[src/rtl/hazard_ctrl.sv]
// Pipeline hazard controller: detects load-use hazards between the ID and EX
// stages, inserts a single bubble per hazard, and flushes the front end for
// FLUSH_CYCLES cycles after a taken branch resolves in EX. Outputs are Mealy
// so a hazard or branch acts in the cycle it is seen.
module hazard_ctrl #(
  parameter int unsigned FLUSH_CYCLES = 2,
  parameter int unsigned CNT_W        = 16
) (
  input  logic             clk,
  input  logic             reset,
  input  logic [4:0]       Rn_ID,
  input  logic [4:0]       Rm_ID,
  input  logic             uses_Rn,
  input  logic             uses_Rm,
  input  logic             memRead_EX,
  input  logic [4:0]       targetReg_EX,
  input  logic             branch_taken_EX,
  output logic             pc_write,
  output logic             if_id_write,
  output logic             if_id_flush,
  output logic             id_ex_bubble,
  output logic [CNT_W-1:0] stall_cnt,
  output logic [CNT_W-1:0] flush_cnt,
  output logic [1:0]       state_o
);

  typedef enum logic [1:0] {
    StRun     = 2'b00,
    StLuStall = 2'b01,
    StFlush   = 2'b10
  } state_e;

  localparam logic [2:0] FcntReload = 3'(FLUSH_CYCLES - 1);

  state_e           state_q, state_d;
  logic [2:0]       fcnt_q, fcnt_d;
  logic [CNT_W-1:0] stall_cnt_q, flush_cnt_q;
  logic             stall_inc, flush_inc;
  logic             lu;

  // X31 is the zero register, so a load targeting it never creates a dependency.
  assign lu = memRead_EX && (targetReg_EX != 5'd31) &&
              ((uses_Rn && (Rn_ID == targetReg_EX)) ||
               (uses_Rm && (Rm_ID == targetReg_EX)));

  // Next-state and Mealy outputs; a taken branch takes priority in every state.
  always_comb begin
    pc_write     = 1'b1;
    if_id_write  = 1'b1;
    if_id_flush  = 1'b0;
    id_ex_bubble = 1'b0;
    state_d      = state_q;
    fcnt_d       = fcnt_q;
    stall_inc    = 1'b0;
    flush_inc    = 1'b0;
    if (!reset) begin
      if (branch_taken_EX) begin
        if_id_flush  = 1'b1;
        id_ex_bubble = 1'b1;
        flush_inc    = 1'b1;
        if (FLUSH_CYCLES > 1) begin
          state_d = StFlush;
          fcnt_d  = FcntReload;
        end else begin
          state_d = StRun;
        end
      end else begin
        unique case (state_q)
          StRun: begin
            if (lu) begin
              pc_write     = 1'b0;
              if_id_write  = 1'b0;
              id_ex_bubble = 1'b1;
              stall_inc    = 1'b1;
              state_d      = StLuStall;
            end
          end
          // The stalled consumer re-enters ID here; masking lu keeps it to one bubble.
          StLuStall: state_d = StRun;
          StFlush: begin
            if_id_flush  = 1'b1;
            id_ex_bubble = 1'b1;
            if (fcnt_q <= 3'd1) begin
              state_d = StRun;
              fcnt_d  = 3'd0;
            end else begin
              fcnt_d = fcnt_q - 3'd1;
            end
          end
          default: state_d = StRun;
        endcase
      end
    end
  end

  // State, flush down-counter and saturating event counters.
  always_ff @(posedge clk) begin
    if (reset) begin
      state_q     <= StRun;
      fcnt_q      <= 3'd0;
      stall_cnt_q <= '0;
      flush_cnt_q <= '0;
    end else begin
      state_q <= state_d;
      fcnt_q  <= fcnt_d;
      if (stall_inc && (stall_cnt_q != '1)) stall_cnt_q <= stall_cnt_q + 1'b1;
      if (flush_inc && (flush_cnt_q != '1)) flush_cnt_q <= flush_cnt_q + 1'b1;
    end
  end

  assign stall_cnt = stall_cnt_q;
  assign flush_cnt = flush_cnt_q;
  assign state_o   = state_q;

endmodule

[config.mk]
export PLATFORM = sky130hd
export DESIGN_NAME = hazard_ctrl
export DESIGN_NICKNAME = d
export VERILOG_FILES = /design/src/rtl/hazard_ctrl.sv
export SDC_FILE = /design/constraint.sdc
export NUM_CORES = 1
export LEC_CHECK = 0
export ABC_AREA = 1
export CORE_MARGIN = 5
export CORE_UTILIZATION = 25
export DETAILED_ROUTE_END_ITERATION = 8
export PLACE_DENSITY = 0.58
export SLEW_MARGIN = 10
export SYNTH_ARGS = -nofsm -noshare
export SYNTH_HDL_FRONTEND = slang
export SYNTH_SLANG_ARGS = --single-unit
[constraint.sdc]
create_clock -name clk -period 1.74 [get_ports clk]
set_input_delay 0.348 -clock clk [delete_from_list [all_inputs] [get_ports clk]]
set_output_delay 0.348 -clock clk [all_outputs]
set_load 0.03 [all_outputs]
Yosys cells after proc, flatten, opt, wreduce, memory -nomap -nowiden. Cells that the tools add are included.

Word-level logic and storage cells: 55. Flip-flop bits (word level): 37.

Equality and inequality tests: 10. Order comparisons: 1. $add $sub $neg: 3. Mux-type cells: 23. Reduce and logical (&&, ||, !) cells: 12.

Operators with widths (count): $add 16x1->16 const B (2); $ne 16x16->1 const B (2); $mux 1 (17); $eq 5x5->1 (2); $logic_and 1x1->1 (6); $mux 2 (3); $ne 3x3->1 const B (2); $ne 5x5->1 const B (1); $ne 2x2->1 const B (2); $pmux 2 s2 (1); $reduce_and 2->1 (2); $le 3x1->1 const B (1); $mux 3 (1); $sub 3x1->3 const B (1); $eq 2x2->1 const B (1); $logic_not 2->1 (1); $pmux 1 s2 (1); $reduce_bool 2->1 (1); $reduce_or 2->1 (1); $logic_or 1x1->1 (1).

Logic depth before layout (Yosys ltp). Gate-level depths: netlist (run 1).

Depth after elaboration: 9. Depth in mapped cells: 12. Depth with buffers taken out: 11.

Worst setup path after synthesis (run 1). OpenSTA, ideal clock, no wires.

Path type: flip-flop to output port. Start: register state_q[1], in the netlist state_o[1]. End: output port id_ex_bubble. Buffers on the path: 0. Data arrival time: 1512 ps. Path slack: -120 ps. Cell stages (with the launch flop): 5. Required time: 1392 ps. Path through: dfxtp_1 > or2_4 > nor3b_4 > nand2_1 > a21oi_1.

Word-level cells in the longest chain between the ends: 4. Elaborated cells between the ends (all ways): 5.

RTL lines: start, declared (line 35) `state_e state_q, state_d;`; start signal, assigned (line 99) `state_q <= StRun;`; start signal, assigned (line 104) `state_q <= state_d;`; $eq 2x2->1 / $logic_not 2->1 (equally long branches) (line 68) `unique case (state_q)`; $pmux 1 s2 (*) (line 68); $mux 1 (*) (line 57) `if (branch_taken_EX) begin`; $mux 1 (*) (line 56) `if (!reset) begin`; end, declared (line 21) `output logic id_ex_bubble,`.

Every way passes the cells marked *; elsewhere a longest branch is shown, timed or not.

Worst setup path in the final report (run 1).
Start: register state_q[0], in the netlist state_o[0]. End: output port if_id_write.

Word-level cells in the longest chain between the ends: 4.

RTL lines: $logic_not 2->1 (line 68); $mux 1 (line 68); $mux 1 (line 57); $mux 1 (line 56); end, declared (line 19) `output logic if_id_write,`.

Every way passes these cells.

==> reports/metrics.sh, run 1 <==
INITIALDRTVIOLATIONCOUNT=68
FMAX_GHz=0.548
CORE.ROWCOUNT=34
FIRST_GLOBAL_VIAS=2251
WORST-ENDPOINT-ARRIVAL_NS=1.48
POWER_LEAKAGE_nW=1.66
GP_CONGESTION=0.885
AREA_DELTA_SYNTH_FINAL_PCT=51.5
TIMING.RR.START='state_o[0]'
TIMING.FINAL.CRIT_SHARE_PCT=105
ASYNCSETRESETFLOPFRACSYNTH_PCT=0
FINAL_AREA_UM2=3280
DRT_DRC_VIOLATIONS_LEFT=0
SYNTH-SEQ-AREA-SHARE_PCT=34.2
CRITICAL_PATH_CLASS='reg -> out'
WORSTHOLDENDPOINT='flush_cnt[14]'
DIE_X_UM=103
FINALCOREUTILIZATION_PCT=38.2
POST_SYNTH_INSTANCE_AREA_UM2=2170
REG2REGPATHDEPTH=10
GRT_ANTENNA_BEFORE_REPAIR=0
SYNTH_TOP_CELL_AREA_SHARE_PCT=34.2
PEAKVDDDROP_mV=0.301
SETUP.WORST_PATH.END_CLASS='output port'
POSTSYNTHREGISTERBITS=37
CRIT_FANOUT=3
DRT-VIAS-PER-INSTANCE=4.51
VIAS=2456
SYNTH.MOST_COMMON_CELL='nand2_1'
BUFFER_DEPTH_OF_THE_LONGEST_CLOCK_PATH=2
REPORT.FINAL.SLEW_VIOL_COUNT=0
HOLD_VIOL=0
POSTCTSHOLDBUFS=0
NON_FILLER_CELLS_FINAL=544
TIMING.CLOCK.SKEW_NS=0.0116
SYNTH_TOP_CELLS_BY_AREA='dfxtp_1, nand2_1, nor2_1, nand3_1, inv_1'
POSTROUTEANTENNANETS=0
OUTCOME='finished with violations'
SYNTH_FF_TYPE='dfxtp_1'
WORST_ENDPOINT_REQUIRED_TIME_NS=1.39
CLKSINKCOUNT=37
GRT_MAX_DEGREE=15
CTS.HTREE.LEVELS=2
FINAL_CRITICAL_PATH_SETUP_SLACK_NS=-0.0847
DRT-TOTAL-WL_MM=6.12
SYNTH.AVG_CELL_AREA_UM2=6.33
FLOORPLAN.IO_PINS=59
SETUP.REG_TO_REG.WORST_SLACK_NS=0.01
ROUTED_WIRE_LENGTH_PER_INSTANCE_UM=11.3
CORE_UM2=8590
PLACE_HPWL_MM=4.74
CTS_MADE_BUFFERS=5
GRT_PASS1_WL_MM=9.90
SYNTHESIS.NETS=367
DISTINCT_CELL_TYPE_COUNT_AFTER_SYNTHESIS=31
DIE_AREA_UM2=10600
SETUP_VIOL=3
WORSTSETUPSTARTPOINTTYPE='register'
POWER_PER_CELL_AREA_nW_PER_UM2=579
VIOLATIONS='setup timing'
TIMING.HOLD.WORST.START='flush_cnt[14]'
SYNTH.LARGEST_AREA_CELL='dfxtp_1'
LAYOUT-DRIVE-GT1-SHARE_PCT=18.3
N_ANTENNA_CELL=0
GLOBAL_ROUTE.USAGE.TOTAL_PCT=11.5
NETS=460
MAX_SLEW_MARGIN_PCT=75.3
PORT_BUFFERS=58
RSZ0062_AT_GRT='yes'
CTS_TREE='done'
DETAILEDPLACE.WORSTSLACK_NS=-0.350
DR_PASS1_ITERATIONS=4
YS_TOP_CELLS_BY_COUNT='nand2_1, nor2_1, inv_1, dfxtp_1, nand3_1'
CTS.REPORTEDPATHS.CLKPINSLEW_NS=0.08
CTS.ROOT.BUFFER_CELL='clkbuf_8'
CELL_TOTAL_AFTER_PLACEMENT=531
DIE_H_UM=103
TIMING.FINAL.CRIT_PERIOD_NS=1.82
OVERFLOW=0
WORSTMARGINPINSLEW_NS=0.370
SYNTH_ENABLE_FLOP_CELLS=0
P_TOTAL_mW=1.90
DRV.MAX_CAP_VIOLATION_COUNT=0
COUNT_OF_WARNINGS_EMITTED_BY_YOSYS=0
CLOCK_INSERTION_DELAY_WORST_SKEW_NS=0.30
HOLD_WC_PATH_TYPE='reg -> reg'
START_UTIL_PCT=25.2
WORSTHOLDPATHCELLS=2
SYNTHESIZED_INSTANCE_COUNT=342
DPL_CELL_AREA_UM2=3090
WORST_R2R_ENDPOINT='stall_cnt[6]'
-- cell usage in the layout, fill, tap and decap left out, types with 3 or more instances in the layout --
| cell type | n |
|---|---|
| inv_2 | 4 |
| xor2_1 | 6 |
| buf_6 | 7 |
| inv_1 | 41 |
| a21oi_1 | 26 |
| dlygate4sd2_1 | 43 |
| dlymetal6s2s_1 | 6 |
| nor2_4 | 3 |
| ha_1 | 3 |
| clkdlybuf4s50_1 | 5 |
| nand3_1 | 31 |
| nand4_1 | 5 |
| buf_4 | 31 |
| nand2_1 | 90 |
| nor2_1 | 52 |
| nor2_2 | 7 |
| dfxtp_2 | 7 |
| clkbuf_8 | 6 |
| o21ai_0 | 6 |
| dfxtp_1 | 30 |
-- worst max-delay path, stage by stage, from the launching register on --
cell and delay [ns]:
dfxtp_2 0.33, or2_4 0.25, nor3b_4 0.23, buf_6 0.14, nand3_4 0.08, buf_6 0.15
-- worst max-delay path by stage --
stage               startpoint             to  depth (start not counted)
2_1_floorplan       state_o[1]   id_ex_bubble                          4
3_3_place_gp   targetReg_EX[1]   id_ex_bubble                         10
6_report            state_o[0]    if_id_write                          5
3_5_place_dp   targetReg_EX[4]  stall_cnt[13]                         13
5_1_grt             state_o[0]    if_id_write                          5
4_1_cts             state_o[0]   id_ex_bubble                          5
-- cell families (layout without fill, tap and decap cells) --
logic type | count (synthesis) | in the layout | share of synthesized area (%)
simple gates | 202 | 202 | 40.8
xor+xnor | 8 | 8 | 3.24
buf+inv | 53 | 147 | 10.2
fa+ha+maj | 4 | 4 | 2.31
compound gates | 38 | 38 | 9.30
flops | 37 | 37 | 34.2
-- state kept, by name, summed over array words and instances (netlist names) --
signal	cells
fcnt_q	3
flush_cnt	16
stall_cnt	16
state_o	2
-- final cells by class --
type	instances	area, um2
inverter	45	169
timing repair buffer	94	853
fill	917	5310
clock buffer	6	82.6
tap	108	135
sequential	37	749
clock inverter	2	37.5
multi-input combinational	252	1250
-- timing repair --
action / in CTS / in global routing
endpoints found under the setup margin: 34 / 37
gates resized for setup: 49 / 26
pin swaps: 8 / 10
buffers inserted: 3 / 2
-- power breakdown --
part | internal, mW | total, mW | switching [mW]
Combinational | 0.114 | 0.240 | 0.126
Sequential | 0.856 | 0.862 | 0.00604
Clock | 0.466 | 0.796 | 0.330
-- layer usage --
metal  vias to the layer above  GRT usage, %  part of all wire [%]
li1                       1267             -                     -
met1                      1110          14.4                    45
met2                        69          19.0                    46
met3                        10          3.59                   8.0
met4                         0          3.49                   1.3
met5                         -             0                     0
-- stage by stage --
stage	setup TNS [ns]	hold WS [ns]
floorplan	0	0.417
global placement	-5.92	0.470
detailed placement	-6.72	0.479
CTS	-0.278	0.493
global route	-1.16	0.521
finish	-0.231	0.493
Note: power is estimated with default switching activity, not from simulation.
==> inputs of run 2 (changes only) <==
--- a/config.mk
+++ b/config.mk
@@ -10,6 +10,7 @@
 export CORE_UTILIZATION = 25
 export DETAILED_ROUTE_END_ITERATION = 8
 export PLACE_DENSITY = 0.58
+export RECOVER_POWER = 100
 export SLEW_MARGIN = 10
 export SYNTH_ARGS = -nofsm -noshare
 export SYNTH_HDL_FRONTEND = slang
==> run 2 against run 1 <==
Against the previous run: the run still ends with setup timing left; largest cell class unchanged; sequential cell count is the same; largest power group unchanged; clock power is essentially flat; hold slack about the same; global-route usage unchanged; core utilization shrank 0.63 points; die area stayed put; count of clock-buffer cells in the layout unchanged; via count fell by 0.98%; first-iteration DRC count is 4.4% lower; total power is 0.11% lower; design area decreased by 1.6%; combinational power barely moved.
==> reports/metrics.sh, run 2 (synthesis results as in run 1) <==
DPL_CELL_AREA_UM2=3090
SETUP_TNS_NS=-0.229
FIRST_GLOBAL_VIAS=2251
CRITPATHCAPTURE='if_id_write'
PEAKVDDDROP_mV=0.306
VIOLATIONS='setup timing'
POWER.SWITCHING_FRACTION_PCT=24.2
VIAS=2432
MOST-COMMON-LAYOUT-CELLS='nand2_1, nor2_1, dlygate4sd2_1'
WORSTSETUPSTARTPOINTTYPE='register'
HOLD_WC_PATH_TYPE='reg -> reg'
WORST-ENDPOINT-ARRIVAL_NS=1.48
HOLD_SLACK_NS=0.493
CORE.ROWCOUNT=34
CTS_TREE='done'
POWER_PER_CELL_AREA_nW_PER_UM2=588
FINAL_AREA_UM2=3230
CTS.REPORTEDPATHS.CLKPINSLEW_NS=0.08
CRIT_FANOUT=3
CTS.ROOT.BUFFER_CELL='clkbuf_8'
DR_PASS1_ITERATIONS=4
DRT-TOTAL-WL_MM=6.14
WORSTMARGINPINSLEW_NS=0.428
AREA_DELTA_SYNTH_FINAL_PCT=49.0
START_UTIL_PCT=25.2
OVERFLOW=0
RSZ0062_AT_GRT='yes'
HOLD_VIOL=0
FINAL_COMMON_CELL='nand2_1'
FINAL_CRITICAL_PATH_SETUP_SLACK_NS=-0.0839
TIMING.RR.START='state_o[0]'
NETS=460
REPORT.FINAL.SLEW_VIOL_COUNT=0
POWER_LEAKAGE_nW=1.54
ROUTED_WIRE_LENGTH_PER_INSTANCE_UM=11.3
GRT_MAX_DEGREE=15
SETUP.WORST_PATH.END_CLASS='output port'
DIE_X_UM=103
DRT-VIAS-PER-INSTANCE=4.47
N_ANTENNA_CELL=0
GP_CONGESTION=0.885
SETUP.REG_TO_REG.WORST_SLACK_NS=0.01
CORE_UM2=8590
DRV.MAX_CAP_VIOLATION_COUNT=0
WORST_R2R_ENDPOINT='stall_cnt[6]'
PLACE_HPWL_MM=4.74
SHARE_CLK_OF_TOTAL_POWER_PCT=41.9
P_SW_mW=0.460
PORT_BUFFERS=58
BUFFER_DEPTH_OF_THE_LONGEST_CLOCK_PATH=2
OUTCOME='finished with violations'
SETUP_VIOL=3
FINALCOREUTILIZATION_PCT=37.6
INITIALDRTVIOLATIONCOUNT=65
POSTROUTEANTENNANETS=0
CTS_MADE_BUFFERS=5
CRITICAL_PATH_CLASS='reg -> out'
FLOORPLAN.IO_PINS=59
REG2REGPATHDEPTH=10
FMAX_GHz=0.548
MAX_SLEW_MARGIN_PCT=71.6
NUM-FILL-CELLS=924
TIMING.FINAL.CRIT_SHARE_PCT=105
CELL_TOTAL_AFTER_PLACEMENT=531
CLKSINKCOUNT=37
GRT_ANTENNA_BEFORE_REPAIR=0
WORST_ENDPOINT_REQUIRED_TIME_NS=1.39
CLOCK_INSERTION_DELAY_WORST_SKEW_NS=0.29
DRT_DRC_VIOLATIONS_LEFT=0
PWR-SHARE-COMB_PCT=12.6
SEQ_POWER_SHARE_PCT=45.5
DIE_AREA_UM2=10600
GRT_PASS1_WL_MM=9.90
GLOBAL_ROUTE.USAGE.TOTAL_PCT=11.5
TIMING.FINAL.CRIT_PERIOD_NS=1.82
TIMING.CLOCK.SKEW_NS=0.0105
CTS.HTREE.LEVELS=2
WORSTSETUPSTARTPOINT='state_o[0]'
LAYOUT-DRIVE-GT1-SHARE_PCT=18.1
DIE_H_UM=103
INTPOWER_mW=1.44
NON_FILLER_CELLS_FINAL=544
[run 2: changes by cell type in the layout (fill, tap and decap cells not counted)]
| cell | previous run | this run |
|---|---|---|
| clkbuf_1 | 0 | 6 |
| dlymetal6s2s_1 | 6 | 0 |
| and2_0 | 0 | 1 |
| and2_1 | 1 | 0 |
| dfxtp_1 | 30 | 31 |
| dfxtp_2 | 7 | 6 |
[run 2: metal layers]
metal  vias up  part of all wire [%]  global-route usage [%]
met2        65                    45                    19.0
met1      1090                    45                    14.4
met5         -                     0                       0
li1       1267                     -                       -
met3        10                   7.9                    3.59
met4         0                   1.3                    3.49
[run 2: critical path, stage by stage, from the launching register on]
cell and delay, ns:
dfxtp_2 0.33, or2_4 0.25, nor3b_4 0.23, buf_6 0.14
nand3_4 0.08, buf_6 0.15
[run 2: how the worst min path moves through the flow]
stage	depth (start not counted)	from	end
floorplan	1	reset	state_o[1]
global placement	2	stall_cnt[0]	stall_cnt[0]
detailed placement	2	flush_cnt[14]	flush_cnt[14]
CTS	2	flush_cnt[14]	flush_cnt[14]
global route	2	stall_cnt[0]	stall_cnt[0]
finish	2	flush_cnt[14]	flush_cnt[14]
[run 2: power groups by stage]
stage,Sequential [mW],Clock [mW],Combinational [mW]
floorplan,0.894,0,0.109
global route,0.863,0.853,0.268
global placement,0.882,0,0.243
detailed placement,0.882,0,0.245
CTS,0.862,0.827,0.236
finish,0.862,0.795,0.239
[run 2: metrics by stage]
| stage | total power [mW] | setup WS [ns] |
|---|---|---|
| CTS | 1.92 | -0.148 |
| finish | 1.90 | -0.0839 |
| detailed placement | 1.13 | -0.350 |
| floorplan | 1.00 | 0.0201 |
| global placement | 1.12 | -0.335 |
| global route | 1.98 | -0.139 |
[run 2: layout make-up]
| class | count | area, um2 | area share, % |
|---|---|---|---|
| Tap cell | 108 | 135 | 4.19 |
| Inverter | 45 | 169 | 5.23 |
| Multi-Input combinational cell | 252 | 1250 | 38.9 |
| Sequential cell | 37 | 748 | 23.2 |
| Timing Repair Buffer | 94 | 801 | 24.8 |
| Clock buffer | 6 | 82.6 | 2.56 |
| Clock inverter | 2 | 37.5 | 1.16 |
[run 2: what timing repair did]
item,CTS,global route
resized for setup,49,26
hold buffers,0,0
setup buffers,3,2
endpoints found under the hold margin,0,0
pin swaps,8,10
endpoints found under the setup margin,34,37
==> inputs of run 3 (changes only) <==
--- a/config.mk
+++ b/config.mk
@@ -11,7 +11,7 @@
 export DETAILED_ROUTE_END_ITERATION = 8
 export PLACE_DENSITY = 0.58
 export RECOVER_POWER = 100
-export SLEW_MARGIN = 10
 export SYNTH_ARGS = -nofsm -noshare
 export SYNTH_HDL_FRONTEND = slang
 export SYNTH_SLANG_ARGS = --single-unit
+export TNS_END_PERCENT = 30
==> run 3 against run 2 <==
Against the previous run: the flow still finishes with violations (setup timing); total power barely moved; count of clock-buffer cells in the layout stayed put; clock skew decreased by 0.0026 ns; cell count shrank 1.1%; first-iteration DRC count is 3.1% lower; non-clock buffer count shrank 6; clock power hardly changed; sequential cell count did not move; design area fell by 2.2%; maximum frequency is 0.93% lower; combinational power decreased by 2%; critical endpoint is now id_ex_bubble; highest routed layer unchanged.
==> reports/metrics.sh, run 3 (synthesis results as in run 1) <==
OUTCOME='finished with violations'
VIOLATIONS='setup timing'
START_UTIL_PCT=25.2
POWER.SWITCHING_FRACTION_PCT=24.5
SHARE_CLK_OF_TOTAL_POWER_PCT=42.1
AREA_DELTA_SYNTH_FINAL_PCT=45.6
DRV.MAX_CAP_VIOLATION_COUNT=0
POSTROUTEANTENNANETS=0
CELL_TOTAL_AFTER_PLACEMENT=526
SEQ_POWER_SHARE_PCT=45.5
POWER_PER_CELL_AREA_nW_PER_UM2=601
CLOCK_INSERTION_DELAY_WORST_SKEW_NS=0.29
DIE_X_UM=103
DIE_H_UM=103
CRITICAL_PATH_CLASS='reg -> out'
INTPOWER_mW=1.43
DRT_DRC_VIOLATIONS_LEFT=0
VIAS=2351
ROUTED_WIRE_LENGTH_PER_INSTANCE_UM=10.9
GRT_MAX_DEGREE=23
WORST_PATH_DOMINANT_CELL_FAMILY='simple AND/OR/NAND/NOR gates'
FINAL_COMMON_CELL='nand2_1'
NON_FILLER_CELLS_FINAL=538
DRT-TOTAL-WL_MM=5.88
PWR-SHARE-COMB_PCT=12.4
TIMING.CRITICAL_PATH.SLOWEST_CELL_DELAY_NS=0.33
RSZ0062_AT_GRT='yes'
CLKSINKCOUNT=37
CTS_MADE_BUFFERS=5
DR_PASS1_ITERATIONS=5
TIMING.CRITICAL_PATH.BUF_INV=1
PLACE_HPWL_MM=4.58
HOLD_WC_PATH_TYPE='reg -> reg'
CRITICAL-PATH-SLOWEST-CELL='dfxtp_2'
MAX_SLEW_MARGIN_PCT=74.9
LAYOUT-DRIVE-GT1-SHARE_PCT=17.4
WORSTHOLDPATHCELLS=2
CTS_TREE='done'
REG2REGPATHDEPTH=9
FMAX_GHz=0.543
TIMING.FINAL.CRIT_PERIOD_NS=1.84
CORE.ROWCOUNT=34
TIMING.CLOCK.SKEW_NS=0.00793
GP_CONGESTION=0.807
CTS.HTREE.LEVELS=2
WORST_ENDPOINT_REQUIRED_TIME_NS=1.39
INITIALDRTVIOLATIONCOUNT=63
FIRST_GLOBAL_VIAS=2226
CRIT_FANOUT=3
N_ANTENNA_CELL=0
OVERFLOW=0
WORST-ENDPOINT-ARRIVAL_NS=1.49
NETS=454
CORE_UM2=8590
GLOBAL_ROUTE.USAGE.TOTAL_PCT=11.2
MOST-COMMON-LAYOUT-CELLS='nand2_1, nor2_1, inv_1'
HOLD_SLACK_NS=0.485
DIE_AREA_UM2=10600
GRT_ANTENNA_BEFORE_REPAIR=0
PORT_BUFFERS=58
SETUP.WORST_PATH.END_CLASS='output port'
WORSTSETUPSTARTPOINTTYPE='register'
HOLD_VIOL=0
CRITICAL_PATH_CELL_BY_CELL='or2_4 -> nor3b_4 -> nand2_2 -> a21oi_2 -> buf_6'
CTS.ROOT.BUFFER_CELL='clkbuf_8'
WORSTMARGINPINSLEW_NS=0.377
POSTCTSHOLDBUFS=0
FINAL_CRITICAL_PATH_SETUP_SLACK_NS=-0.101
REPORT.FINAL.SLEW_VIOL_COUNT=0
P_SW_mW=0.464
FLOORPLAN.IO_PINS=59
GRT_PASS1_WL_MM=9.58
POWER_LEAKAGE_nW=1.50
DRT-VIAS-PER-INSTANCE=4.37
SETUP_VIOL=3
CP_NUM_CELLS=5
PEAKVDDDROP_mV=0.278
CTS.REPORTEDPATHS.CLKPINSLEW_NS=0.08
BUFFER_DEPTH_OF_THE_LONGEST_CLOCK_PATH=2
TIMING.FINAL.CRIT_SHARE_PCT=106
-- run 3: changes by cell type in the layout (fill, tap and decap cells not counted), sizes merged --
cell / delta
dlygate4sd2: -8
clkbuf: +5
buf: -6
clkdlybuf4s15: +1
dlymetal6s2s: +2
-- run 3: power groups by stage --
stage / registers, mW / clock network, mW / logic (mW)
6_report: 0.863 / 0.798 / 0.235
5_1_grt: 0.864 / 0.857 / 0.262
4_1_cts: 0.863 / 0.826 / 0.232
3_5_place_dp: 0.883 / 0 / 0.238
3_3_place_gp: 0.883 / 0 / 0.235
2_1_floorplan: 0.894 / 0 / 0.109
-- run 3: worst min-delay path, stage by stage (launching register included) --
cell and delay (ns):
dfxtp_1 0.32, nand2_1 0.06, a21oi_1 0.06
-- run 3: stage by stage --
| step | instance area, um2 | utilization [%] | total power, mW | setup WS (ns) | TNS (ns) |
|---|---|---|---|---|---|
| floorplan | 2170 | - | 1.00 | -0.0322 | -0.305 |
| global placement | 3050 | 35.5 | 1.12 | -0.339 | -6.48 |
| detailed placement | 3050 | 35.5 | 1.12 | -0.342 | -7.20 |
| CTS | 3160 | 36.8 | 1.92 | -0.138 | -0.231 |
| global route | 3150 | 36.7 | 1.98 | -0.162 | -0.457 |
| finish | 3150 | 36.7 | 1.90 | -0.101 | -0.206 |
-- run 3: path summary, 6_finish.rpt --
path            startpoint       endpoint  slack [ns]
max reg2reg     state_o[1]   stall_cnt[9]        0.07
min          flush_cnt[14]  flush_cnt[14]        0.48
max             state_o[1]   id_ex_bubble       -0.10
min reg2reg  flush_cnt[14]  flush_cnt[14]        0.48
-- run 3: what timing repair did --
item	in CTS	in global routing
pin swaps	11	12
resized for setup	47	31
buffers inserted	3	1
endpoints found under the setup margin	32	32
-- run 3: layout make-up --
type / count / area [um2]
clock buffers: 6 / 82.6
clock inverters: 2 / 37.5
fillers: 948 / 5440
inverters: 45 / 169
multi-input cells: 252 / 1240
flip-flops and latches: 37 / 746
well taps: 108 / 135
repair buffers: 88 / 746
-- run 3: layer usage --
layer | global-route usage [%] | routed length [um] | part of all wire, %
met3 | 2.98 | 385 | 6.6
met2 | 19.1 | 2660 | 45
met4 | 2.69 | 53 | 0.90
met1 | 14.0 | 2780 | 47
met5 | 0 | 0 | 0
